**src/rtl/scfifo_pkg.sv**
```systemverilog
// Shared constants and helpers for the SCFIFO drain stage.
package scfifo_pkg;

    // Legal range of the FIFO read latency, in clock cycles.
    localparam int unsigned ReadLatencyMin = 1;
    localparam int unsigned ReadLatencyMax = 3;

    // Width of a counter that must hold every value from 0 to depth inclusive.
    function automatic int unsigned cnt_width(input int unsigned depth);
        return $clog2(depth + 1);
    endfunction

endpackage

```
**src/rtl/stream_skid_buf.sv**
```systemverilog
// Circular register buffer: push at the tail, pop from the head. The depth
// need not be a power of two. The head word is presented combinationally.
module stream_skid_buf
    import scfifo_pkg::*;
#(
    parameter int unsigned WIDTH = 20,
    parameter int unsigned DEPTH = 3
) (
    input  logic                         clock,
    input  logic                         aclr,
    input  logic                         sclr,
    input  logic                         push,
    input  logic [WIDTH-1:0]             push_data,
    input  logic                         pop,
    output logic [WIDTH-1:0]             head_data,
    output logic [cnt_width(DEPTH)-1:0]  count
);

    localparam int unsigned PtrW = (DEPTH > 1) ? $clog2(DEPTH) : 1;
    localparam int unsigned CntW = cnt_width(DEPTH);

    logic [WIDTH-1:0] mem_q [DEPTH];
    logic [PtrW-1:0]  wr_ptr_q, wr_ptr_d;
    logic [PtrW-1:0]  rd_ptr_q, rd_ptr_d;
    logic [CntW-1:0]  count_q, count_d;
    logic             empty, full;
    logic             do_push, do_pop;

    // Pointer increment with wrap at DEPTH.
    function automatic logic [PtrW-1:0] ptr_inc(input logic [PtrW-1:0] p);
        return (p == PtrW'(DEPTH - 1)) ? '0 : p + PtrW'(1);
    endfunction

    assign empty = (count_q == '0);
    assign full  = (count_q == CntW'(DEPTH));

    // A pop needs a word; a push into a full buffer is only taken alongside a pop.
    assign do_pop  = pop && !empty;
    assign do_push = push && (!full || do_pop);

    assign head_data = mem_q[rd_ptr_q];
    assign count     = count_q;

    // Next pointers and occupancy; push+pop leaves the count unchanged.
    always_comb begin
        wr_ptr_d = wr_ptr_q;
        rd_ptr_d = rd_ptr_q;
        count_d  = count_q;
        if (do_push) begin
            wr_ptr_d = ptr_inc(wr_ptr_q);
        end
        if (do_pop) begin
            rd_ptr_d = ptr_inc(rd_ptr_q);
        end
        if (do_push && !do_pop) begin
            count_d = count_q + CntW'(1);
        end else if (!do_push && do_pop) begin
            count_d = count_q - CntW'(1);
        end
    end

    // Pointer and count registers; sclr clears them on the next edge.
    always_ff @(posedge clock or posedge aclr) begin
        if (aclr) begin
            wr_ptr_q <= '0;
            rd_ptr_q <= '0;
            count_q  <= '0;
        end else if (sclr) begin
            wr_ptr_q <= '0;
            rd_ptr_q <= '0;
            count_q  <= '0;
        end else begin
            wr_ptr_q <= wr_ptr_d;
            rd_ptr_q <= rd_ptr_d;
            count_q  <= count_d;
        end
    end

    // Storage; zeroed on aclr so the head reads 0 out of reset.
    always_ff @(posedge clock or posedge aclr) begin
        if (aclr) begin
            for (int unsigned i = 0; i < DEPTH; i++) begin
                mem_q[i] <= '0;
            end
        end else if (do_push && !sclr) begin
            mem_q[wr_ptr_q] <= push_data;
        end
    end

endmodule

```
**src/rtl/scfifo_stream_drain.sv**
```systemverilog
// Drain stage for a normal-mode SCFIFO: issues reads under credit control,
// tracks the fixed read latency with a request shift register and lands the
// returning words in a skid buffer presented as a valid/ready stream.
module scfifo_stream_drain
    import scfifo_pkg::*;
#(
    parameter int unsigned WIDTH        = 20,
    parameter int unsigned READ_LATENCY = 1,
    parameter int unsigned BUF_DEPTH    = READ_LATENCY + 2
) (
    input  logic                             clock,
    input  logic                             aclr,
    input  logic                             sclr,
    input  logic [WIDTH-1:0]                 fifo_q,
    input  logic                             fifo_empty,
    output logic                             fifo_rdreq,
    output logic [WIDTH-1:0]                 out_data,
    output logic                             out_valid,
    input  logic                             out_ready,
    output logic [cnt_width(BUF_DEPTH)-1:0]  buf_count
);

    localparam int unsigned CntW = cnt_width(BUF_DEPTH);

    if (READ_LATENCY < ReadLatencyMin || READ_LATENCY > ReadLatencyMax) begin : g_bad_latency
        $error("scfifo_stream_drain: READ_LATENCY %0d outside %0d..%0d",
               READ_LATENCY, ReadLatencyMin, ReadLatencyMax);
    end

    if (BUF_DEPTH < READ_LATENCY + 2) begin : g_bad_depth
        $error("scfifo_stream_drain: BUF_DEPTH %0d below READ_LATENCY+2", BUF_DEPTH);
    end

    // Bit i set means a read issued i+1 cycles ago; the top bit marks data on fifo_q now.
    logic [READ_LATENCY-1:0] req_sr_q, req_sr_d;
    logic [READ_LATENCY:0]   req_sr_ext;
    logic [CntW-1:0]         inflight;
    logic [CntW:0]           credit_used;
    logic                    push;

    assign req_sr_ext = {req_sr_q, fifo_rdreq};
    assign req_sr_d   = req_sr_ext[READ_LATENCY-1:0];
    assign push       = req_sr_q[READ_LATENCY-1];

    // Reads still on their way back from the FIFO.
    always_comb begin
        inflight = '0;
        for (int unsigned i = 0; i < READ_LATENCY; i++) begin
            inflight = inflight + CntW'(req_sr_q[i]);
        end
    end

    // Credit check on registered state only, so out_ready has no path to fifo_rdreq.
    always_comb begin
        credit_used = {1'b0, buf_count} + {1'b0, inflight};
        fifo_rdreq  = !aclr && !sclr && !fifo_empty &&
                      (credit_used < (CntW + 1)'(BUF_DEPTH));
    end

    // Request shift register; clearing it drops data for reads issued before a clear.
    always_ff @(posedge clock or posedge aclr) begin
        if (aclr) begin
            req_sr_q <= '0;
        end else if (sclr) begin
            req_sr_q <= '0;
        end else begin
            req_sr_q <= req_sr_d;
        end
    end

    stream_skid_buf #(
        .WIDTH (WIDTH),
        .DEPTH (BUF_DEPTH)
    ) u_skid_buf (
        .clock     (clock),
        .aclr      (aclr),
        .sclr      (sclr),
        .push      (push),
        .push_data (fifo_q),
        .pop       (out_ready),
        .head_data (out_data),
        .count     (buf_count)
    );

    assign out_valid = (buf_count != '0);

endmodule

```
**config.mk**
```make
export PLATFORM = sky130hd
export DESIGN_NAME = scfifo_stream_drain
export DESIGN_NICKNAME = d
export VERILOG_FILES = /design/src/rtl/scfifo_pkg.sv /design/src/rtl/stream_skid_buf.sv /design/src/rtl/scfifo_stream_drain.sv
export SDC_FILE = /design/constraint.sdc
export NUM_CORES = 1
export LEC_CHECK = 0
export CAP_MARGIN = 20
export CORE_MARGIN = 5
export CORE_UTILIZATION = 54
export DETAILED_ROUTE_END_ITERATION = 16
export PLACE_DENSITY = 0.89
export SLEW_MARGIN = 10
export SYNTH_ARGS = -nofsm -noshare
export SYNTH_HDL_FRONTEND = slang
export SYNTH_SLANG_ARGS = --single-unit
```
**constraint.sdc**
```tcl
create_clock -name clock -period 2.9 [get_ports clock]
set_input_delay 0.58 -clock clock [delete_from_list [all_inputs] [get_ports clock]]
set_output_delay 0.58 -clock clock [all_outputs]
set_load 0.01 [all_outputs]
```
==> results.tsv, run 1 <==
stage	metric	value	unit
synth	synthCells	239	
worst_hold_path	hold_path_startpoint	u_skid_buf.mem_q[1]	
timing	period_needed	2.63	ns
timing	tightest_slew	0.582	ns
synth	synth_enable_flop_cells	0	
worst_hold_path	hp-class	reg2reg	
pwr	p_per_area	634	nW/um^2
timing	timing.final.max_slew_violations	0	
status	status	completed	
synth	synth_top_area_share	51.9	%
run	drv_cap	0	
pwr	ir_drop	0.000532	V
floorplan	ios	49	
routing	via_per_inst	5.49	
synth	ys_ff_latch	67	
worst_setup_path	crit_chain	nor2b_1, buf_4, nand2_1, o21ai_0, clkdlybuf4s50_1	
pwr	p_leak	0.00192	uW
routing	routed_wl	6620	um
clock_tree	cts_root_buf	clkbuf_8	
grt	grt_max_degree	43	
worst_setup_path	critPathMaxFanout	12	
routing	vias	2048	
clock_tree	cts_resized	3	
worst_setup_path	r2r-start	u_skid_buf.count[1]	
worst_hold_path	min_to	u_skid_buf.mem_q[1]	
timing	clock_skew	0.00959	ns
worst_setup_path	critical_path.slowest_cell	clkdlybuf4s50_1	
final_layout	drive_gt1_share	24.8	%
clock_tree	insertion_delay	0.36	ns
worst_setup_path	cpPeakStageDelay	0.58	ns
synth	postSynthAreaPerCell	13.5	um^2
clock_tree	cts_hold_buf	0	
final_layout	final_cells	373	
pwr	power	2540	uW
place	io_buffer_count	48	
clock_tree	clkSinkCount	67	
grt	grtUsageTotal	18.9	%
clock_tree	postCtsSetupBuffers	0	
worst_setup_path	rr_endpoint	u_skid_buf.mem_q[27]	
routing	drt_iter0_markers	76	
place	dp_hpwl	4310	um
grt	grt_overflow	0	
routing	ant_nets	0	
worst_setup_path	crit_buf_inv	2	
worst_hold_path	min_delay_path_depth	1	
clock_tree	cts_max_level	3	
place	placed_cells	357	
grt	grt_pass1_wl	10900	um
synth	syn_area	3230	um^2
synth	synthArstFlopShare	100	%
worst_setup_path	r2r_setup_slack	1.13	ns
place	gp_congestion	0.750	
clock_tree	cts_max_path_buffers	2	
synth	syn_nets	266	
grt	grt_pass1_vias	2295	
floorplan	start_util	55.2	%
grt	antenna_found_initial	0	
timing	hold-worst-slack	0.493	ns
final_layout	final_core_util	68.6	%
worst_setup_path	required	2.32	ns
timing	post-route-period-util	90.6	%
worst_setup_path	cp-start-kind	flop	
clock_tree	clkTransAtPathRegs	0.07	ns
clock_tree	cts_buffers	9	
timing	relSlewSlack	61.1	%
synth	synth_most_common_cell	dfrtp_1	
routing	dr.pass1.iters	4	
worst_setup_path	rr_worst_depth	3	
timing	tns	0	ns
final_layout	area_delta_synth_final	24.3	%
timing	fmaxAchievable	381	MHz
synth	synth_top_flop_cell	dfrtp_1	
synth	synthDistinctLibCells	31	
worst_setup_path	setup.worst_path.class	reg2out	
timing	setup_viol	0	
routing	avgRoutedWirePerCell	17.7	um
clock_tree	cts_tree	done	
final_layout	fin_nets	320	
floorplan	die_h	87.3	um
floorplan	dieWidth	87.3	um
synth	yosys_warnings	0	
floorplan	coreArea	5850	um^2
synth	synth_area_leaders	dfrtp_1 (52%), mux2_4 (18%), mux2_1 (7.0%)	
worst_setup_path	worst_ep_arrival_time	2.05	ns
synth	synth_top_cell_by_area	dfrtp_1	
routing	drc	0	
synth	netlist_top_cells_count	dfrtp_1 (67), mux2_4 (38), nand2_1 (22)	
worst_setup_path	crit_path_end_kind	output pin	
floorplan	die-area	7620	um^2
final_layout	diodes	0	
timing	hold_violations	0	
timing	rsz0062_at_grt	no	
floorplan	fp-row-count	28	
synth	synth-seq-area-share	51.9	%
worst_setup_path	crit_family	buffers and inverters	
[worst max-delay path by stage]
stage | slack, ns | start | cells after the start | end
2_1_floorplan | 0.64 | aclr | 1 | push
3_3_place_gp | 0.10 | sclr | 4 | fifo_rdreq
3_5_place_dp | 0.06 | sclr | 4 | fifo_rdreq
4_1_cts | 0.25 | u_skid_buf.rd_ptr_q[0] | 5 | out_data[16]
5_1_grt | 0.13 | u_skid_buf.rd_ptr_q[0] | 4 | out_data[13]
6_report | 0.27 | u_skid_buf.rd_ptr_q[0] | 5 | out_data[16]
[worst reg2reg max path: stages (launching register included)]
cell and delay (ns):
dfrtp_1 0.49, nand3b_2 0.19, nand4_4 0.49, mux2_4 0.49
[report_power, final]
part	switching, uW	leakage [uW]	internal (uW)	total (uW)
combinational	194	0.000932	358	552
sequential	73.4	0.000881	1060	1130
clock	374	0.000106	486	859
[placed cells by master, fill, tap and decap left out, types with 6 or more instances in the layout]
cell and count:
clkbuf_8 9, a21oi_1 6, mux2_1 20, mux2i_1 20, nand2_1 22, mux2_4 38
buf_4 7, dfrtp_1 65, clkdlybuf4s50_1 47, o21ai_0 18
[per-stage QoR]
stage	worst slack [ns]	cell area, um^2
2_1_floorplan	0.637	3230
3_3_place_gp	0.101	3790
3_5_place_dp	0.0582	3790
4_1_cts	0.247	4010
5_1_grt	0.126	4010
6_report	0.274	4010
[layout make-up]
cell class,instances,area [um^2]
fillers,408,1840
clock inverters,6,90.1
multi-input cells,154,1440
clock buffers,10,128
repair buffers,57,572
inverters,4,15.0
flip-flops and latches,67,1680
well taps,75,93.8
[layer usage]
layer | global-route usage, % | part of all wire (%)
met1 | 22.9 | 44
met2 | 31.3 | 49
met3 | 4.35 | 4.6
met4 | 9.90 | 2.4
met5 | 0 | 0
[state kept, by name (all words and copies together), names as in the netlist]
name                 count
u_skid_buf.rd_ptr_q      2
u_skid_buf.wr_ptr_q      2
push                     1
u_skid_buf.count         2
u_skid_buf.mem_q        60
[logic make-up (layout without fill, tap and decap cells)]
logic type               count (synthesis)  after routing  synth area share [%]
AO/OA/AOI/OAI                           33             33                  5.54
adder cells (fa/ha/maj)                  2              2                 0.775
buffers and inverters                   18             77                  3.57
flip-flops                              67             67                  51.9
multiplexers                            80             80                  31.6
AND/OR/NAND/NOR                         39             39                  6.63
No activity file was read; power rests on OpenSTA's default activity.
==> run 2, diff against run 1 <==
CAP_MARGIN = unset   (was 20)
clock period = 2.5 ns   (was 2.9 ns; I/O delays follow)
==> run 2 against run 1 <==
Sequential share of layout area down 1.3 points. Sequential power up 16%. Highest routed layer unchanged. Clock power up 43%. Critical endpoint is now out_data[13]. Final cell count up 1.9%. Critical path depth down 1. Register-to-register slack worse by 0.40 ns. Core utilization up 2.2 points. First-iteration DRC count up 26%. Critical path type unchanged.
==> results.tsv, run 2 (synthesis results as in run 1) <==
stage	metric	value	unit	change
status	status	completed		unchanged
grt	grt_pass1_vias	2275		was 2,295
floorplan	fp-row-count	28		unchanged
final_layout	area_delta_synth_final	28.3	%	was 24.3%
timing	period_needed	2.40	ns	
pwr	power	3190	uW	was 2540 uW
timing	hold-worst-slack	0.493	ns	about the same
routing	avgRoutedWirePerCell	17.7	um	about the same
final_layout	drive_gt1_share	26.9	%	was 24.8%
pwr	ir_drop	0.000422	V	was 0.000532 V
timing	hold_violations	0		unchanged
pwr	sw_frac_of_total	22.7	%	was 25.2%
timing	relSlewSlack	58.8	%	was 61.1%
final_layout	layout_commonest_cell	dfrtp_1		unchanged
grt	grt_pass1_wl	11300	um	was 10,900 um
worst_setup_path	crit_buf_inv	2		unchanged
timing	tightest_slew	0.618	ns	was 0.582 ns
clock_tree	cts_buffers	9		unchanged
pwr	switchingPower	724	uW	was 641 uW
pwr	p_per_area	770	nW/um^2	was 634 nW/um^2
routing	via_per_inst	5.45		was 5.49
timing	fmaxAchievable	417	MHz	
pwr	intPower	2470	uW	was 1900 uW
routing	drc	0		unchanged
worst_setup_path	cp-start-kind	flop		unchanged
floorplan	start_util	55.2	%	unchanged
clock_tree	postCtsSetupBuffers	0		unchanged
worst_setup_path	required	2.00	ns	was 2.32 ns
pwr	p_comb_share	20.3	%	was 21.7%
floorplan	dieWidth	87.3	um	unchanged
grt	grt_max_degree	41		was 43
floorplan	die-area	7620	um^2	unchanged
place	io_buffer_count	48		unchanged
routing	dr.pass1.iters	4		unchanged
final_layout	mostFrequentLayoutCells	dfrtp_1 (66), clkdlybuf4s50_1 (47), mux2_4 (38)		was dfrtp_1 (65), clkdlybuf4s50_1 (47), mux2_4 (38)
pwr	p_leak	0.00199	uW	was 0.00192 uW
timing	rsz0062_at_grt	no		unchanged
worst_setup_path	setup.worst_path.class	reg2out		unchanged
timing	clock_skew	0.00777	ns	was 0.00959 ns
worst_setup_path	crit_family	buffers and inverters		unchanged
final_layout	largest_reg_flops	60		unchanged
run	drv_cap	0		unchanged
worst_setup_path	critical_path.slowest_cell	clkdlybuf4s50_1		unchanged
clock_tree	cts_root_buf	clkbuf_8		unchanged
worst_setup_path	worst_ep_arrival_time	1.90	ns	was 2.05 ns
final_layout	fin_nets	327		was 320
floorplan	die_h	87.3	um	unchanged
final_layout	fill_cells	375		was 408
grt	antenna_found_initial	0		unchanged
routing	ant_nets	0		unchanged
timing	worst_slack	0.103	ns	was 0.274 ns
worst_setup_path	crit_chain	buf_12, mux2i_1, o21ai_0, clkdlybuf4s50_1		was nor2b_1, buf_4, nand2_1, o21ai_0, clkdlybuf4s50_1
clock_tree	cts_tree	done		unchanged
final_layout	seq_area	1680	um^2	about the same
routing	drt_iter0_markers	96		was 76
place	place_ws	-0.168	ns	was 0.0582 ns
grt	grt_overflow	0		unchanged
timing	post-route-period-util	95.9	%	
final_layout	multiInputGateArea	1440	um^2	about the same
clock_tree	insertion_delay	0.34	ns	was 0.36 ns
worst_hold_path	hp-class	reg2reg		unchanged
clock_tree	cts_max_level	3		unchanged
clock_tree	clkSinkCount	67		unchanged
clock_tree	clkTransAtPathRegs	0.07	ns	about the same
final_layout	diodes	0		unchanged
grt	grtUsageTotal	19.3	%	was 18.9%
pwr	clkPwrFrac	38.5	%	was 33.8%
routing	routed_wl	6730	um	was 6620 um
timing	timing.final.max_slew_violations	0		unchanged
final_layout	regMostFlops	u_skid_buf.mem_q		unchanged
worst_setup_path	crit_path_end_kind	output pin		unchanged
place	gp_congestion	0.742		was 0.750
clock_tree	cts_max_path_buffers	2		unchanged
routing	vias	2072		was 2,048
pwr	seqPwrFrac	41.2	%	was 44.5%
timing	setup_viol	0		unchanged
place	dp_hpwl	4400	um	was 4310 um
worst_setup_path	critPathMaxFanout	19		was 12
worst_setup_path	cpPeakStageDelay	0.58	ns	about the same
floorplan	ios	49		unchanged
floorplan	coreArea	5850	um^2	unchanged
## run 2: power by group through the flow
| stage | combinational [uW] | sequential, uW | clock [uW] |
|---|---|---|---|
| after floorplan | 371 | 1300 | 0 |
| after global placement | 630 | 1320 | 0 |
| after detailed placement | 648 | 1330 | 0 |
| after CTS | 655 | 1310 | 1250 |
| after global routing | 699 | 1330 | 1300 |
| final | 647 | 1310 | 1230 |
## run 2: final cells by class
class	instances	area share [%]
clock buffers	12	3.75
clock inverters	4	2.90
inverters	4	0.362
multi-input cells	154	34.9
flip-flops and latches	67	40.5
well taps	75	2.27
repair buffers	64	15.4
## run 2: per-layer routing
| metal | vias to the layer above | GRT usage [%] | part of all wire, % |
|---|---|---|---|
| met5 | - | 0 | 0 |
| met2 | 39 | 29.4 | 48 |
| met3 | 8 | 3.78 | 3.8 |
| li1 | 966 | - | - |
| met4 | 0 | 9.48 | 1.2 |
| met1 | 1059 | 26.5 | 47 |
## run 2: path summary, 6_finish.rpt
path	startpoint	endpoint	slack [ns]	depth (start not counted)
max	u_skid_buf.rd_ptr_q[0]	out_data[13]	0.10	4
min	u_skid_buf.mem_q[3]	u_skid_buf.mem_q[3]	0.49	1
max reg2reg	u_skid_buf.count[1]	u_skid_buf.mem_q[17]	0.73	5
min reg2reg	u_skid_buf.mem_q[3]	u_skid_buf.mem_q[3]	0.49	1
max in group asynchronous	aclr	u_skid_buf.rd_ptr_q[0]	1.17	4
min in group asynchronous	aclr	u_skid_buf.count[1]	0.68	3
## run 2: through the flow
stage / std cells / utilization [%] / instance area, um^2 / TNS (ns)
after floorplan: 239 / - / 3230 / 0
after global placement: 364 / 65.8 / 3850 / -0.143
after detailed placement: 364 / 65.8 / 3850 / -0.168
after CTS: 380 / 70.7 / 4140 / 0
after global routing: 380 / 70.8 / 4140 / 0
final: 380 / 70.8 / 4140 / 0
## run 2: repair_timing
action / in CTS / in global routing
hold buffers: 0 / 0
resized for setup: 5 / 7
hold endpoints to repair: 0 / 0
endpoints found under the setup margin: 13 / 9
## run 2: worst reg2reg max path: stages (launching register included)
cell and delay [ns]:
dfrtp_1 0.38, buf_4 0.17, nand3b_2 0.14, nand4_1 0.33, buf_4 0.31, mux2_1 0.32
==> run 3, diff against run 2 <==
HOLD_SLACK_MARGIN = 0.05   (was unset)
==> results of run 3 <==
Final layout, timing and power as in run 2 (identical DEF).
